**config.mk**
```make
export PLATFORM = sky130hd
export DESIGN_NAME = pipe_issue
export DESIGN_NICKNAME = d
export VERILOG_FILES = /design/src/rtl/pipe_issue_pkg.sv /design/src/rtl/issue_fifo.sv /design/src/rtl/pipe_issue.sv
export SDC_FILE = /design/constraint.sdc
export NUM_CORES = 1
export LEC_CHECK = 0
export CAP_MARGIN = 30
export CORE_ASPECT_RATIO = 1.1
export CORE_MARGIN = 3
export CORE_UTILIZATION = 51
export CTS_CLUSTER_DIAMETER = 60
export DETAILED_ROUTE_END_ITERATION = 6
export HOLD_SLACK_MARGIN = 0.15
export PLACE_DENSITY = 0.76
export SLEW_MARGIN = 20
export SYNTH_ARGS = -nofsm -noshare
export SYNTH_HDL_FRONTEND = slang
export SYNTH_SLANG_ARGS = --single-unit
```
**constraint.sdc**
```tcl
create_clock -name clk1 -period 3.3 [get_ports clk1]
set_clock_uncertainty 0.05 [all_clocks]
set_input_delay 0.33 -clock clk1 [delete_from_list [all_inputs] [get_ports clk1]]
set_output_delay 0.33 -clock clk1 [all_outputs]
set_load 0.02 [all_outputs]
```
**src/rtl/pipe_issue_pkg.sv**
```systemverilog
// Shared instruction format and opcode constants for the issue stage and
// the execute pipeline.
package pipe_issue_pkg;
  localparam int REG_W   = 4;
  localparam int FUNC_W  = 4;
  localparam int ADDR_W  = 8;
  localparam int INSTR_W = FUNC_W + 3*REG_W + ADDR_W;

  localparam int FUNC_LSB = 20;
  localparam int RD_LSB   = 16;
  localparam int RS1_LSB  = 12;
  localparam int RS2_LSB  = 8;
  localparam int ADDR_LSB = 0;

  typedef enum logic [FUNC_W-1:0] {
    OP_ADD = 4'd0,
    OP_SUB = 4'd1,
    OP_MUL = 4'd2,
    OP_SLA = 4'd11
  } func_e;

  // Field order mirrors the bit positions above, MSB first.
  typedef struct packed {
    logic [FUNC_W-1:0] func;
    logic [REG_W-1:0]  rd;
    logic [REG_W-1:0]  rs1;
    logic [REG_W-1:0]  rs2;
    logic [ADDR_W-1:0] addr;
  } instr_t;
endpackage

```
**src/rtl/issue_fifo.sv**
```systemverilog
// Instruction buffer: power-of-two FIFO with wrapping pointers and an
// occupancy counter; head is visible combinationally from storage.
module issue_fifo #(
  parameter int DEPTH = 4,
  parameter int W     = 24
) (
  input  logic                         clk1,
  input  logic                         rst_n,
  input  logic                         i_push,
  input  logic                         i_pop,
  input  logic                         i_flush,
  input  logic [W-1:0]                 i_din,
  output logic [W-1:0]                 o_head,
  output logic [$clog2(DEPTH+1)-1:0]   o_count
);
  localparam int PW = $clog2(DEPTH);
  localparam int CW = $clog2(DEPTH+1);

  logic [DEPTH-1:0][W-1:0] r_mem;
  logic [PW-1:0]           r_wptr;
  logic [PW-1:0]           r_rptr;
  logic [CW-1:0]           r_count;
  logic                    w_push;
  logic                    w_pop;

  // Flush wins over both sides so a same-edge push is dropped.
  assign w_push  = i_push && (r_count != CW'(DEPTH)) && !i_flush;
  assign w_pop   = i_pop  && (r_count != '0)         && !i_flush;
  assign o_head  = r_mem[r_rptr];
  assign o_count = r_count;

  always_ff @(posedge clk1) begin
    if (w_push) r_mem[r_wptr] <= i_din;
  end

  always_ff @(posedge clk1 or negedge rst_n) begin
    if (!rst_n) begin
      r_wptr  <= '0;
      r_rptr  <= '0;
      r_count <= '0;
    end else if (i_flush) begin
      r_wptr  <= '0;
      r_rptr  <= '0;
      r_count <= '0;
    end else begin
      if (w_push) r_wptr <= r_wptr + PW'(1);
      if (w_pop)  r_rptr <= r_rptr + PW'(1);
      case ({w_push, w_pop})
        2'b10:   r_count <= r_count + CW'(1);
        2'b01:   r_count <= r_count - CW'(1);
        default: r_count <= r_count;
      endcase
    end
  end
endmodule

```
**src/rtl/pipe_issue.sv**
```systemverilog
// In-order issue stage: buffers instructions and holds the head while any of
// the last HAZ_WIN issue slots wrote one of its source registers.
module pipe_issue
  import pipe_issue_pkg::*;
#(
  parameter int DEPTH   = 4,
  parameter int HAZ_WIN = 2
) (
  input  logic               clk1,
  input  logic               rst_n,
  input  logic               in_valid,
  input  logic [INSTR_W-1:0] in_instr,
  output logic               in_ready,
  input  logic               flush,
  output logic [REG_W-1:0]   rs1,
  output logic [REG_W-1:0]   rs2,
  output logic [REG_W-1:0]   rd,
  output logic [FUNC_W-1:0]  func,
  output logic [ADDR_W-1:0]  addr,
  output logic               out_valid,
  output logic [7:0]         stall_cnt
);
  localparam int CW = $clog2(DEPTH+1);

  instr_t                          w_head;
  logic [INSTR_W-1:0]              w_head_raw;
  logic [CW-1:0]                   w_count;
  logic                            w_empty;
  logic                            w_hazard;
  logic                            w_issue;
  logic [HAZ_WIN-1:0]              w_slot_hit;
  logic [HAZ_WIN-1:0]              r_sb_vld;
  logic [HAZ_WIN-1:0][REG_W-1:0]   r_sb_rd;

  issue_fifo #(.DEPTH(DEPTH), .W(INSTR_W)) u_fifo (
    .clk1    (clk1),
    .rst_n   (rst_n),
    .i_push  (in_valid),
    .i_pop   (w_issue),
    .i_flush (flush),
    .i_din   (in_instr),
    .o_head  (w_head_raw),
    .o_count (w_count)
  );

  assign w_head   = instr_t'(w_head_raw);
  assign w_empty  = (w_count == '0);
  assign in_ready = (w_count < CW'(DEPTH));

  for (genvar g = 0; g < HAZ_WIN; g++) begin : g_slot
    assign w_slot_hit[g] = r_sb_vld[g] &&
                           ((r_sb_rd[g] == w_head.rs1) || (r_sb_rd[g] == w_head.rs2));
  end

  assign w_hazard = |w_slot_hit;
  assign w_issue  = !w_empty && !w_hazard && !flush;

  // Slot 0 holds the newest issue; bubbles shift in as invalid tags.
  always_ff @(posedge clk1 or negedge rst_n) begin
    if (!rst_n) begin
      r_sb_vld <= '0;
      r_sb_rd  <= '0;
    end else if (flush) begin
      r_sb_vld <= '0;
    end else begin
      r_sb_vld[0] <= w_issue;
      r_sb_rd[0]  <= w_head.rd;
      for (int i = 1; i < HAZ_WIN; i++) begin
        r_sb_vld[i] <= r_sb_vld[i-1];
        r_sb_rd[i]  <= r_sb_rd[i-1];
      end
    end
  end

  always_ff @(posedge clk1 or negedge rst_n) begin
    if (!rst_n) begin
      out_valid <= 1'b0;
      func      <= '0;
      rd        <= '0;
      rs1       <= '0;
      rs2       <= '0;
      addr      <= '0;
    end else begin
      out_valid <= w_issue;
      if (w_issue) begin
        func <= w_head.func;
        rd   <= w_head.rd;
        rs1  <= w_head.rs1;
        rs2  <= w_head.rs2;
        addr <= w_head.addr;
      end
    end
  end

  always_ff @(posedge clk1 or negedge rst_n) begin
    if (!rst_n) begin
      stall_cnt <= '0;
    end else if (!w_empty && !flush && w_hazard && (stall_cnt != 8'hFF)) begin
      stall_cnt <= stall_cnt + 8'd1;
    end
  end
endmodule

```
==> metrics.yaml <==
status:
  outcome: "finished with violations"
  failed_checks: "setup timing"
synth:
  synthSimpleGateAreaFrac_pct: 4.03
  post_synth_edffs: 96
  synth.top_cells.by_area: "sky130_fd_sc_hd__edfxtp_1 49%, sky130_fd_sc_hd__dfrtp_1 21%, sky130_fd_sc_hd__mux4_2 9.2%"
  yosys_warnings: 0
  synth-compound-area-share_pct: 2.67
  mappedNetlistNets: 348
  synth.mux.area_fraction_pct: 16.6
  syn_avg_cell_area_um2: 18.8
  synthesized_netlist_cell_count: 314
  synth.cell_area_mm2: 0.00590
  yosysMostFrequentCell: "sky130_fd_sc_hd__edfxtp_1"
  synth_seq_area_share_pct: 70.1
  arithmetic_cell_share_of_the_synthesized_area_counting_full_adders_half_adders_and_majority_gates_pct: 1.40
  ys.flop_type: "sky130_fd_sc_hd__edfxtp_1"
  synth_top_area_share_pct: 48.9
  asyncSetResetFlopFracSynth_pct: 34.2
  synth.top_cells.by_count: "96 x sky130_fd_sc_hd__edfxtp_1, 50 x sky130_fd_sc_hd__dfrtp_1, 26 x sky130_fd_sc_hd__mux2_2, 24 x sky130_fd_sc_hd__mux4_2, 24 x sky130_fd_sc_hd__xnor2_1"
  main_combinational_cell_family_by_area_after_synthesis: "multiplexers"
  synth_cell_types: 39
  netlist.top_cell.by_area: "sky130_fd_sc_hd__edfxtp_1"
  synth-seq-cells: 146
  synthXorXnorAreaFrac_pct: 3.56
cells_and_area:
  num_antenna_cells: 0
  summed_area_of_non_filler_cells_in_the_final_layout_mm2: 0.00742
  final_cell_count_no_fill: 561
  design.final.nets: 435
  layout.core_utilization_pct: 66.8
  drive_above_1_share_pct: 30.2
  area_growth_syn_to_layout_pct: 25.8
place:
  globalplace.congestion: 0.859
  dp_hpwl_mm: 6.76
  numPlacedInstances: 522
  dpl_worst_slack_ps: -145
  portBuffers: 61
  place_area_mm2: 0.00673
floorplan:
  die_width_um: 109
  initial_core_util_pct: 53.1
  top_level_ports: 62
  die-area_mm2: 0.0129
  floorplan.die.height_um: 119
  floorplan.rows: 40
  core-area_mm2: 0.0111
route:
  via_count: 3093
  routed_wire_length_per_instance_um: 19.9
  route.detailed.vias_per_inst: 5.51
  firstDrtPassIters: 4
  detail-route-antenna-nets: 0
  drt-total-wl_mm: 11.2
  detail_route.iter0.violations: 132
  post-route-drc-count: 0
sta:
  fmax_ghz: 0.300
  final_min_period_over_clock_period_pct: 101
  unrepaired_setup_endpoints_after_global_routing: "true"
  post-route-min-period_ps: 3330
  setup_viol: 1
  slew_headroom_pct: 64.3
  worst_slew_pin_slew_ps: 528
  slew_viol_final: 0
  timing.final.hold_violations: 0
  worst_slack_ps: -33.0
cts:
  clockBufferDepth: 2
  worst_skew_pair.late_latency_ps: 410
  root_buffer: "sky130_fd_sc_hd__clkbuf_16"
  cts_num_sinks: 146
  tritoncts: "built"
  ctsHtreeMaxLevel: 4
  clkTransAtPathRegs_ps: 60
  cts_inserted_buffers: 17
power:
  comb_power_share_pct: 32.7
  cell_internal_pwr_mw: 4.49
  p_leak_nw: 2.65
  clkPwrFrac_pct: 27.3
  power_switching_share_pct: 30.1
  power-per-cell-area_mw_per_mm2: 866
  p_total_mw: 6.43
  net-switching-power_mw: 1.94
  ir_worst_vdd_mv: 0.482
  power.sequential.fraction_pct: 40.0
global_route:
  first_global_vias: 3393
  grt_use_total_pct: 19.1
  global_route_wire_length_before_repair_mm: 18.2
  grt_antenna_before_repair: 0
  globalRouteOverflowTotal: 0
  grt_start_max_net_pins: 39
min_path:
  hold_path_class: "in2async"
critical_path:
  setup.worst_path.class: "reg2reg"
  cp.required_ps: 3580
  crit_path_max_fanout: 10
  worst_ep_arrival_time_ps: 3610
  cp-end-kind: "flip-flop"
  cell_depth_of_the_worst_flop_to_flop_path: 11
  rrSetupSlack_ps: -30
  worstSetupStartpointType: "flip-flop"
flow_run:
  cap_violations: 0
[area by class of cell]
type	instances	area [um2]
Inverter	4	15.0
Tap cell	147	184
Timing Repair Buffer	82	791
Fill cell	788	3690
Multi-Input combinational cell	150	1740
Sequential cell	146	4140
Clock buffer	19	433
Clock inverter	13	114
[layer usage]
layer	global-route usage (%)	wire length, um	share of wire (%)
met1	23.5	4520	41
met2	32.4	6100	55
met3	4.48	338	3.0
met4	7.66	192	1.7
met5	0	0	0
[metrics by stage]
stage,setup TNS (ps),hold slack (ps)
5_1_grt,-221,284
6_report,-33.0,272
3_3_place_gp,-16.4,431
4_1_cts,-23.4,448
2_1_floorplan,-160,-15.6
3_5_place_dp,-145,438
[flip-flops by register name, summed over array words and instances (netlist names)]
signal / cells
r_sb_rd: 8
u_fifo.o_count: 3
out_valid: 1
rs2: 4
u_fifo.r_mem: 96
rd: 4
rs1: 4
stall_cnt: 8
r_sb_vld: 2
u_fifo.r_wptr: 2
u_fifo.r_rptr: 2
func: 4
addr: 8
[power groups by stage]
stage	Clock [mW]	Sequential (mW)	Combinational (mW)
floorplan	0	2.70	1.18
global placement	0	2.60	1.91
detailed placement	0	2.60	1.98
CTS	1.79	2.57	2.09
global route	1.89	2.60	2.25
finish	1.76	2.57	2.10
[cell usage in the layout (no fill, tap or decap), types with 3 or more instances in the layout]
cell type                         count
sky130_fd_sc_hd__o211ai_1             4
sky130_fd_sc_hd__clkinv_2             4
sky130_fd_sc_hd__mux2_4               7
sky130_fd_sc_hd__and2_1               5
sky130_fd_sc_hd__clkdlybuf4s50_1     60
sky130_fd_sc_hd__mux4_2              24
sky130_fd_sc_hd__mux2_2              26
sky130_fd_sc_hd__inv_1                4
sky130_fd_sc_hd__nand4_1              4
sky130_fd_sc_hd__nor4_1               3
sky130_fd_sc_hd__clkinvlp_4           5
sky130_fd_sc_hd__buf_4               18
sky130_fd_sc_hd__nand2_1              3
sky130_fd_sc_hd__nor2_1               5
sky130_fd_sc_hd__mux2i_1              4
sky130_fd_sc_hd__dfrtp_1             48
sky130_fd_sc_hd__nor3b_1              3
sky130_fd_sc_hd__edfxtp_1            96
sky130_fd_sc_hd__and3_1               3
sky130_fd_sc_hd__xnor2_1             18
sky130_fd_sc_hd__ha_1                 5
sky130_fd_sc_hd__clkbuf_16           17
sky130_fd_sc_hd__xnor2_2              6
[kinds of logic (layout without fill, tap and decap cells)]
family | after synthesis | after routing
compound gates | 19 | 19
flops | 146 | 146
buf+inv | 18 | 118
fa+ha+maj | 6 | 6
simple gates | 40 | 40
xor+xnor | 24 | 24
mux | 61 | 61
[worst max-delay path, stage by stage, from the launching register on]
cell and delay (ps):
sky130_fd_sc_hd__dfrtp_2 370, sky130_fd_sc_hd__buf_12 140, sky130_fd_sc_hd__mux4_2 570, sky130_fd_sc_hd__xnor2_1 190
sky130_fd_sc_hd__nand4_1 130, sky130_fd_sc_hd__a21boi_2 230, sky130_fd_sc_hd__nor3_4 60, sky130_fd_sc_hd__and2_4 160
sky130_fd_sc_hd__fa_2 380, sky130_fd_sc_hd__or4_4 490, sky130_fd_sc_hd__or3_4 340, sky130_fd_sc_hd__a41oi_2 130
[timing repair]
| item | 4_1_cts | 5_1_grt |
|---|---|---|
| endpoints found under the hold margin | 37 | 0 |
| setup endpoints to repair | 1 | 1 |
| pin swaps | 3 | 2 |
| hold buffers | 1 | 0 |
| setup buffers | 4 | 1 |
| resized for setup | 5 | 5 |
[worst paths after layout]
check | startpoint | to
setup reg to reg | u_fifo.r_rptr[0]$_DFFE_PN0P_ | u_fifo.o_count[2]$_DFFE_PN0P_
hold / removal | rst_n | stall_cnt[5]$_DFFE_PN0P_
setup / recovery | u_fifo.r_rptr[0]$_DFFE_PN0P_ | u_fifo.o_count[2]$_DFFE_PN0P_
hold reg to reg | stall_cnt[4]$_DFFE_PN0P_ | stall_cnt[4]$_DFFE_PN0P_
max in group asynchronous | rst_n | out_valid$_DFF_PN0_
min in group clk1 | stall_cnt[4]$_DFFE_PN0P_ | stall_cnt[4]$_DFFE_PN0P_
No activity file was read; power rests on OpenSTA's default activity.
